### src/rtl/nec_operand_fetch_if.sv
// Operand fetch bus: decoder control, prefetch ring view, and assembled field results.
// master drives the requests and ring view; slave is the fetch unit.
interface nec_operand_fetch_if #(
    parameter int QUEUE_DEPTH = 8,
    parameter int QW          = $clog2(QUEUE_DEPTH)
);
    logic                        ce_1;
    logic                        ce_2;
    logic                        set_pc;
    logic [15:0]                 new_pc;
    logic                        start;
    logic [2:0]                  disp_size;
    logic [2:0]                  imm_size;
    logic                        disp_sext;
    logic                        retire;
    logic [QW:0]                 ipq_len;
    logic [QUEUE_DEPTH-1:0][7:0] ipq;
    logic [15:0]                 pc;
    logic [2:0]                  consumed;
    logic                        busy;
    logic                        done;
    logic [15:0]                 disp;
    logic [31:0]                 imm;
    logic                        size_err;

    modport master (
        output ce_1, ce_2, set_pc, new_pc, start, disp_size, imm_size, disp_sext,
               retire, ipq_len, ipq,
        input  pc, consumed, busy, done, disp, imm, size_err
    );

    modport slave (
        input  ce_1, ce_2, set_pc, new_pc, start, disp_size, imm_size, disp_sext,
               retire, ipq_len, ipq,
        output pc, consumed, busy, done, disp, imm, size_err
    );
endinterface

### src/rtl/nec_operand_fetch.sv
// Displacement/immediate extractor: pulls up to BYTES_PER_CYCLE trailing bytes per ce_1
// from the prefetch ring, spanning the disp/imm boundary, and owns the fetch pc.
module nec_operand_fetch #(
    parameter int QUEUE_DEPTH     = 8,
    parameter int BYTES_PER_CYCLE = 2,
    parameter int MAX_DISP        = 2,
    parameter int MAX_IMM         = 4
) (
    input logic                clk,
    input logic                reset_n,
    nec_operand_fetch_if.slave bus
);
    localparam int QW = $clog2(QUEUE_DEPTH);
    localparam logic [4:0] BPC_W = 5'(BYTES_PER_CYCLE);

    typedef enum logic [1:0] {S_IDLE, S_DISP, S_IMM, S_DONE} state_e;

    state_e      state_q, state_d;
    logic [15:0] pc_q, pc_d;
    logic [2:0]  dr_q, dr_d;
    logic [2:0]  ir_q, ir_d;
    logic [2:0]  dsize_q, dsize_d;
    logic [2:0]  isize_q, isize_d;
    logic        sext_q, sext_d;
    logic [15:0] disp_q, disp_d;
    logic [31:0] imm_q, imm_d;
    logic        size_err_q, size_err_d;

    logic          fetching;
    logic          start_ok;
    logic          size_bad;
    logic [4:0]    take_w;
    logic [2:0]    take;
    logic [2:0]    off;
    logic [QW-1:0] idx;

    // NOTE: every signal written here gets a default first, so no path leaves
    // one unassigned and no latch is inferred.
    always_comb begin
        state_d    = state_q;
        pc_d       = pc_q;
        dr_d       = dr_q;
        ir_d       = ir_q;
        dsize_d    = dsize_q;
        isize_d    = isize_q;
        sext_d     = sext_q;
        disp_d     = disp_q;
        imm_d      = imm_q;
        size_err_d = size_err_q;
        off        = '0;
        idx        = '0;
        take       = '0;

        fetching = (state_q == S_DISP) || (state_q == S_IMM);
        take_w   = 5'(dr_q) + 5'(ir_q);
        if (5'(bus.ipq_len) < take_w) take_w = 5'(bus.ipq_len);
        if (BPC_W < take_w)           take_w = BPC_W;
        if (reset_n && bus.ce_1 && !bus.set_pc && fetching) take = take_w[2:0];

        start_ok = bus.ce_1 && bus.start &&
                   ((state_q == S_IDLE) || ((state_q == S_DONE) && bus.retire));
        size_bad = (bus.disp_size > 3'(MAX_DISP)) || (bus.imm_size > 3'(MAX_IMM));

        if ((bus.ce_1 || bus.ce_2) && bus.set_pc) begin
            pc_d    = bus.new_pc;
            state_d = S_IDLE;
            dr_d    = '0;
            ir_d    = '0;
        end else if (start_ok) begin
            if (size_bad) begin
                size_err_d = 1'b1;
            end else begin
                dr_d    = bus.disp_size;
                ir_d    = bus.imm_size;
                dsize_d = bus.disp_size;
                isize_d = bus.imm_size;
                sext_d  = bus.disp_sext;
                disp_d  = '0;
                imm_d   = '0;
                if (bus.disp_size != 3'd0)     state_d = S_DISP;
                else if (bus.imm_size != 3'd0) state_d = S_IMM;
                else                           state_d = S_DONE;
            end
        end else if (bus.ce_1 && (state_q == S_DONE) && bus.retire) begin
            state_d = S_IDLE;
        end else if (take != 3'd0) begin
            // Lanes below dr_q finish the displacement; the rest continue the immediate.
            for (int j = 0; j < BYTES_PER_CYCLE; j++) begin
                if (3'(j) < take) begin
                    idx = pc_q[QW-1:0] + QW'(j);
                    if (3'(j) < dr_q) begin
                        off = dsize_q - dr_q + 3'(j);
                        disp_d[{off[0], 3'b000} +: 8] = bus.ipq[idx];
                    end else begin
                        off = isize_q - ir_q + 3'(j) - dr_q;
                        imm_d[{off[1:0], 3'b000} +: 8] = bus.ipq[idx];
                    end
                end
            end
            pc_d = pc_q + 16'(take);
            if (take >= dr_q) begin
                dr_d = '0;
                ir_d = ir_q - (take - dr_q);
                if ((dr_q != 3'd0) && (dsize_q == 3'd1) && sext_q) disp_d[15:8] = {8{disp_d[7]}};
            end else begin
                dr_d = dr_q - take;
            end
            if (dr_d != 3'd0)      state_d = S_DISP;
            else if (ir_d != 3'd0) state_d = S_IMM;
            else                   state_d = S_DONE;
        end
    end

    // NOTE: state registers use non-blocking assignments so every flop samples
    // the pre-edge values regardless of statement order.
    always_ff @(posedge clk) begin
        if (!reset_n) begin
            state_q    <= S_IDLE;
            pc_q       <= '0;
            dr_q       <= '0;
            ir_q       <= '0;
            dsize_q    <= '0;
            isize_q    <= '0;
            sext_q     <= 1'b0;
            disp_q     <= '0;
            imm_q      <= '0;
            size_err_q <= 1'b0;
        end else begin
            state_q    <= state_d;
            pc_q       <= pc_d;
            dr_q       <= dr_d;
            ir_q       <= ir_d;
            dsize_q    <= dsize_d;
            isize_q    <= isize_d;
            sext_q     <= sext_d;
            disp_q     <= disp_d;
            imm_q      <= imm_d;
            size_err_q <= size_err_d;
        end
    end

    assign bus.pc       = pc_q;
    assign bus.consumed = take;
    assign bus.busy     = fetching;
    assign bus.done     = (state_q == S_DONE) && !bus.set_pc;
    assign bus.disp     = disp_q;
    assign bus.imm      = imm_q;
    assign bus.size_err = size_err_q;
endmodule

### src/flat_wrapper.sv
// flat-port wrapper written by rule: the top's interface ports become plain ports
module nec_operand_fetch_flat 
#(
    parameter int QUEUE_DEPTH     = 8,
    parameter int BYTES_PER_CYCLE = 2,
    parameter int MAX_DISP        = 2,
    parameter int MAX_IMM         = 4
)
  (clk, reset_n, bus_ce_1, bus_ce_2, bus_set_pc, bus_new_pc, bus_start, bus_disp_size, bus_imm_size, bus_disp_sext, bus_retire, bus_ipq_len, bus_ipq, bus_pc, bus_consumed, bus_busy, bus_done, bus_disp, bus_imm, bus_size_err);
  nec_operand_fetch_if #(.QUEUE_DEPTH(QUEUE_DEPTH)) bus_i ();
  input logic clk;
  input logic reset_n;
  input wire logic [$bits(bus_i.ce_1)-1:0] bus_ce_1;
  input wire logic [$bits(bus_i.ce_2)-1:0] bus_ce_2;
  input wire logic [$bits(bus_i.set_pc)-1:0] bus_set_pc;
  input wire logic [$bits(bus_i.new_pc)-1:0] bus_new_pc;
  input wire logic [$bits(bus_i.start)-1:0] bus_start;
  input wire logic [$bits(bus_i.disp_size)-1:0] bus_disp_size;
  input wire logic [$bits(bus_i.imm_size)-1:0] bus_imm_size;
  input wire logic [$bits(bus_i.disp_sext)-1:0] bus_disp_sext;
  input wire logic [$bits(bus_i.retire)-1:0] bus_retire;
  input wire logic [$bits(bus_i.ipq_len)-1:0] bus_ipq_len;
  input wire logic [$bits(bus_i.ipq)-1:0] bus_ipq;
  output wire logic [$bits(bus_i.pc)-1:0] bus_pc;
  output wire logic [$bits(bus_i.consumed)-1:0] bus_consumed;
  output wire logic [$bits(bus_i.busy)-1:0] bus_busy;
  output wire logic [$bits(bus_i.done)-1:0] bus_done;
  output wire logic [$bits(bus_i.disp)-1:0] bus_disp;
  output wire logic [$bits(bus_i.imm)-1:0] bus_imm;
  output wire logic [$bits(bus_i.size_err)-1:0] bus_size_err;
  assign bus_i.ce_1 = bus_ce_1;
  assign bus_i.ce_2 = bus_ce_2;
  assign bus_i.set_pc = bus_set_pc;
  assign bus_i.new_pc = bus_new_pc;
  assign bus_i.start = bus_start;
  assign bus_i.disp_size = bus_disp_size;
  assign bus_i.imm_size = bus_imm_size;
  assign bus_i.disp_sext = bus_disp_sext;
  assign bus_i.retire = bus_retire;
  assign bus_i.ipq_len = bus_ipq_len;
  assign bus_i.ipq = bus_ipq;
  assign bus_pc = bus_i.pc;
  assign bus_consumed = bus_i.consumed;
  assign bus_busy = bus_i.busy;
  assign bus_done = bus_i.done;
  assign bus_disp = bus_i.disp;
  assign bus_imm = bus_i.imm;
  assign bus_size_err = bus_i.size_err;
  nec_operand_fetch #(.QUEUE_DEPTH(QUEUE_DEPTH), .BYTES_PER_CYCLE(BYTES_PER_CYCLE), .MAX_DISP(MAX_DISP), .MAX_IMM(MAX_IMM)) u_core (.clk(clk), .reset_n(reset_n), .bus(bus_i));
endmodule
### config.mk
export PLATFORM = sky130hd
export DESIGN_NAME = nec_operand_fetch_flat
export DESIGN_NICKNAME = d
export VERILOG_FILES = /design/src/rtl/nec_operand_fetch_if.sv /design/src/rtl/nec_operand_fetch.sv /design/src/flat_wrapper.sv
export SDC_FILE = /design/constraint.sdc
export NUM_CORES = 1
export LEC_CHECK = 0
export BUFFER_PORTS_ARGS = -buffer_cell sky130_fd_sc_hd__buf_2
export CORE_UTILIZATION = 49
export DETAILED_ROUTE_END_ITERATION = 7
export PLACE_DENSITY = 0.81
export SLEW_MARGIN = 15
export SYNTH_ARGS = -nofsm -noshare
export SYNTH_HDL_FRONTEND = slang
export SYNTH_SLANG_ARGS = --single-unit
### constraint.sdc
create_clock -name clk -period 4.3 [get_ports clk]
set_input_delay 0.43 -clock clk [delete_from_list [all_inputs] [get_ports clk]]
set_output_delay 0.43 -clock clk [all_outputs]
set_load 0.005 [all_outputs]
==> flow_summary.yaml <==
global_routing:
  grt_max_degree: 35
  grt_util_all_layers_pct: 29.75
  grt_antenna_before_repair: 0
  overflow: 0
  grt_pass1_vias: 6007
  grt_pass1_wl_um: 30290
clock_network:
  h-tree-depth: 3
  root_buffer: "clkbuf_16"
  clock-sinks: 79
  cts_max_path_buffers: 2
  clkTransAtPathRegs_ns: 0.06
  holdBufCountCts: 0
  cts_buffers: 9
  tritoncts: "built"
  insertion_delay_ns: 0.35
critical_path:
  r2r_setup_slack_ns: 0.13
  cp-end-kind: "flip-flop"
  cpPeakStageDelay_ns: 0.42
  critical_path_arrival_ns: 4.42
  crit_end: "u_core.bus.pc[8]"
  r2r_cells: 18
  r2r_start: "u_core.ir_q[0]"
  crit_path_start: "u_core.ir_q[0]"
  start_kind: "flip-flop"
  setup.worst_path.class: "flip-flop to flip-flop"
  critPathTopFamily: "adder cells"
  cpMaxStageDelayCell: "or4_1"
  path_depth: 18
  cp_max_fo: 6
  crit_chain: "ha_2, inv_1, fa_2, xor2_2, ha_2, nor2_1, o21a_1, o21ai_2, nand2_1, nor2_4, ha_1, inv_1, fa_1, nor2b_1, o21ai_0, or3_4, or4_1, a311oi_1"
  rr_endpoint: "u_core.bus.pc[8]"
  cp_num_buf_inv: 2
  required_ns: 4.56
route:
  wl_per_cell_um: 18.72
  drt-vias-per-instance: 6.144
  drtIter0Drc: 653
  first_pass_iters: 6
  ant_nets: 0
  drc: 0
  vias: 6334
  wirelength_um: 19300
power_and_ir_drop:
  power_density_nw_per_um2: 277.6
  ir_worst_vdd_uv: 190.8
  clockPowerShare_pct: 38.2
  combPwrFrac_pct: 25.7
  power_mw: 2.117
  switching_share_pct: 31.27
  power.internal_mw: 1.455
  leakage_nw: 3.100
  p_sw_mw: 0.6618
  seq_power_share_pct: 36.1
logic_synthesis:
  async_flop_share_pct: 0
  syn_area_per_cell_um2: 8.933
  synth_compound_area_share_pct: 25.07
  synth_xor_area_share_pct: 3.552
  synth_edf_count: 0
  ys.flop_type: "dfxtp_1"
  synth-simple-area-share_pct: 15.21
  synth_fa_ha_area_share_pct: 7.146
  ys_seq_elements: 79
  synth_warnings: 0
  netlist_area_um2: 6128
  synthMuxAreaShare_pct: 16.70
  synth_cell_type_count: 79
  syn-instance-count: 686
  synth_top_family_by_area: "compound AO/OA/AOI/OAI gates"
  ys_seq_area_share_pct: 25.81
floorplanning:
  initial_core_util_pct: 50.60
  die_area_um2: 12960
  die_w_um: 113.8
  fp.dieH_um: 113.8
  coreArea_um2: 12110
  rows: 40
  io_pins: 168
sta:
  setup_violations: 0
  drv_slew: 0
  clock.fmax_mhz: 239.9
  finalSetupTns_ns: 0
  tightest_slew_ns: 0.9725
  fin_hold_ws_ns: 0.3177
  skew_ns: 0.009545
  period_share_pct: 96.93
  hold_viol: 0
  period_minus_slack_ns: 4.168
  max_slew_margin_pct: 35.17
  grt_setup_unrepaired: "yes"
  setup_ws_ns: 0.1321
final_layout:
  final_nets: 988
  syn_to_final_growth_pct: 24.42
  layout-drive-gt1-share_pct: 33.49
  final_core_util_pct: 62.95
  diodes: 0
place:
  post-place-ws_ns: -0.07792
  portBuffers: 166
  place.gp.congestion: 0.9240
  hpwl_um: 14350
run:
  cap_viol_max_count: 0
worst_hold_path:
  hold_class: "input pin to flip-flop"
outcome:
  outcome: "finished clean"
[tightest hold or removal path, cell delays in order]
cell and delay [ns]:
buf_2 0.08, mux2i_1 0.05, nor2_1 0.07
[per-stage QoR]
step | cell area (um^2) | std cells
floorplan | 6133 | 687
global placement | 7199 | 1011
detailed placement | 7199 | 1011
CTS | 7527 | 1027
global route | 7625 | 1031
finish | 7625 | 1031
[routing by layer]
layer | vias to the layer above | share of wire, % | GRT usage [%] | wire length (um)
met1 | 2974 | 41 | 39.02 | 7946
met5 | - | 0 | 0 | 0
met3 | 67 | 8.9 | 6.111 | 1719
li1 | 2942 | - | - | -
met2 | 351 | 46 | 46.91 | 8917
met4 | 0 | 3.7 | 14.29 | 714
[area by class of cell]
type                       instances  area (um^2)
multi-input combinational        514         4228
clock buffer                      11        252.7
inverter                          58        217.7
sequential                        79         1584
timing repair buffer             196         1069
fill                            1047         4487
clock inverter                     5        63.81
tap                              168        210.2
[what timing repair did]
| item | 4_1_cts | 5_1_grt |
|---|---|---|
| gates cloned | 0 | 0 |
| gates resized for setup | 4 | 12 |
| pin swaps | 1 | 13 |
| endpoints found under the hold margin | 0 | 0 |
| buffers inserted | 0 | 4 |
| endpoints found under the setup margin | 11 | 18 |
[power groups by stage]
| stage | clock (mW) | sequential (mW) | combinational (mW) |
|---|---|---|---|
| floorplan | 0 | 0.779 | 0.346 |
| global placement | 0 | 0.780 | 0.516 |
| detailed placement | 0 | 0.780 | 0.524 |
| CTS | 0.813 | 0.764 | 0.528 |
| global route | 0.841 | 0.766 | 0.581 |
| finish | 0.808 | 0.764 | 0.544 |
[flip-flops by register name (all words and copies together) (netlist names)]
name	count
u_core.dr_q	3
u_core.bus.disp	16
u_core.isize_q	2
u_core.bus.imm	32
u_core.state_q	2
u_core.ir_q	3
u_core.bus.pc	16
u_core.sext_q	1
u_core.dsize_q	3
u_core.bus.size_err	1
[cells by family (layout without fill, tap and decap cells)]
| logic type | count (synthesis) | count (layout) |
|---|---|---|
| AOI/OAI and AO/OA | 214 | 214 |
| and+or+nand+nor | 170 | 170 |
| buffers and inverters | 94 | 270 |
| DFF | 79 | 79 |
| muxes | 71 | 71 |
| adders and majority gates | 32 | 32 |
| xor gates and xnor gates | 24 | 24 |
| other | 2 | 3 |
[synth_stat cells (all sizes together) (7+ instances only)]
cell,n,area share (%)
mux2,10,1.8
dfxtp,79,26
nand2,31,1.9
a22oi,17,2.1
xnor2,18,2.7
ha,27,5.5
a32oi,15,2.1
o21a,11,1.3
nor2,44,2.8
o21ai,49,4.1
a21o,7,0.86
nor3,11,1.1
a221o,8,1.3
a21oi,37,3.2
and2,10,1.0
mux2i,37,6.0
o221ai,7,1.0
o211ai,10,1.2
inv,58,3.6
nand4,15,1.6
mux4,24,8.8
nand3,17,1.5
a211oi,17,2.2
buf,21,1.9
a2bb2oi,8,1.1
clkbuf,15,0.92
[how the worst min path moves through the flow]
stage                        from                 end  depth (start not counted)
2_1_floorplan   u_core.dsize_q[2]   u_core.dsize_q[2]                          1
3_3_place_gp   u_core.bus.imm[12]  u_core.bus.imm[12]                          2
3_5_place_dp   u_core.bus.imm[13]  u_core.bus.imm[13]                          2
4_1_cts             bus_disp_sext       u_core.sext_q                          3
5_1_grt             bus_disp_sext       u_core.sext_q                          3
6_report            bus_disp_sext       u_core.sext_q                          3
[placed cells by master, fill, tap and decap left out, types with 24 or more instances in the layout]
master	instances
buf_2	166
dfxtp_1	77
inv_1	58
nor2_1	41
o21ai_0	37
mux2i_1	37
a21oi_1	34
nand2_1	30
buf_4	29
mux4_2	24
ha_1	24
No activity file was read; power rests on OpenSTA's default activity.
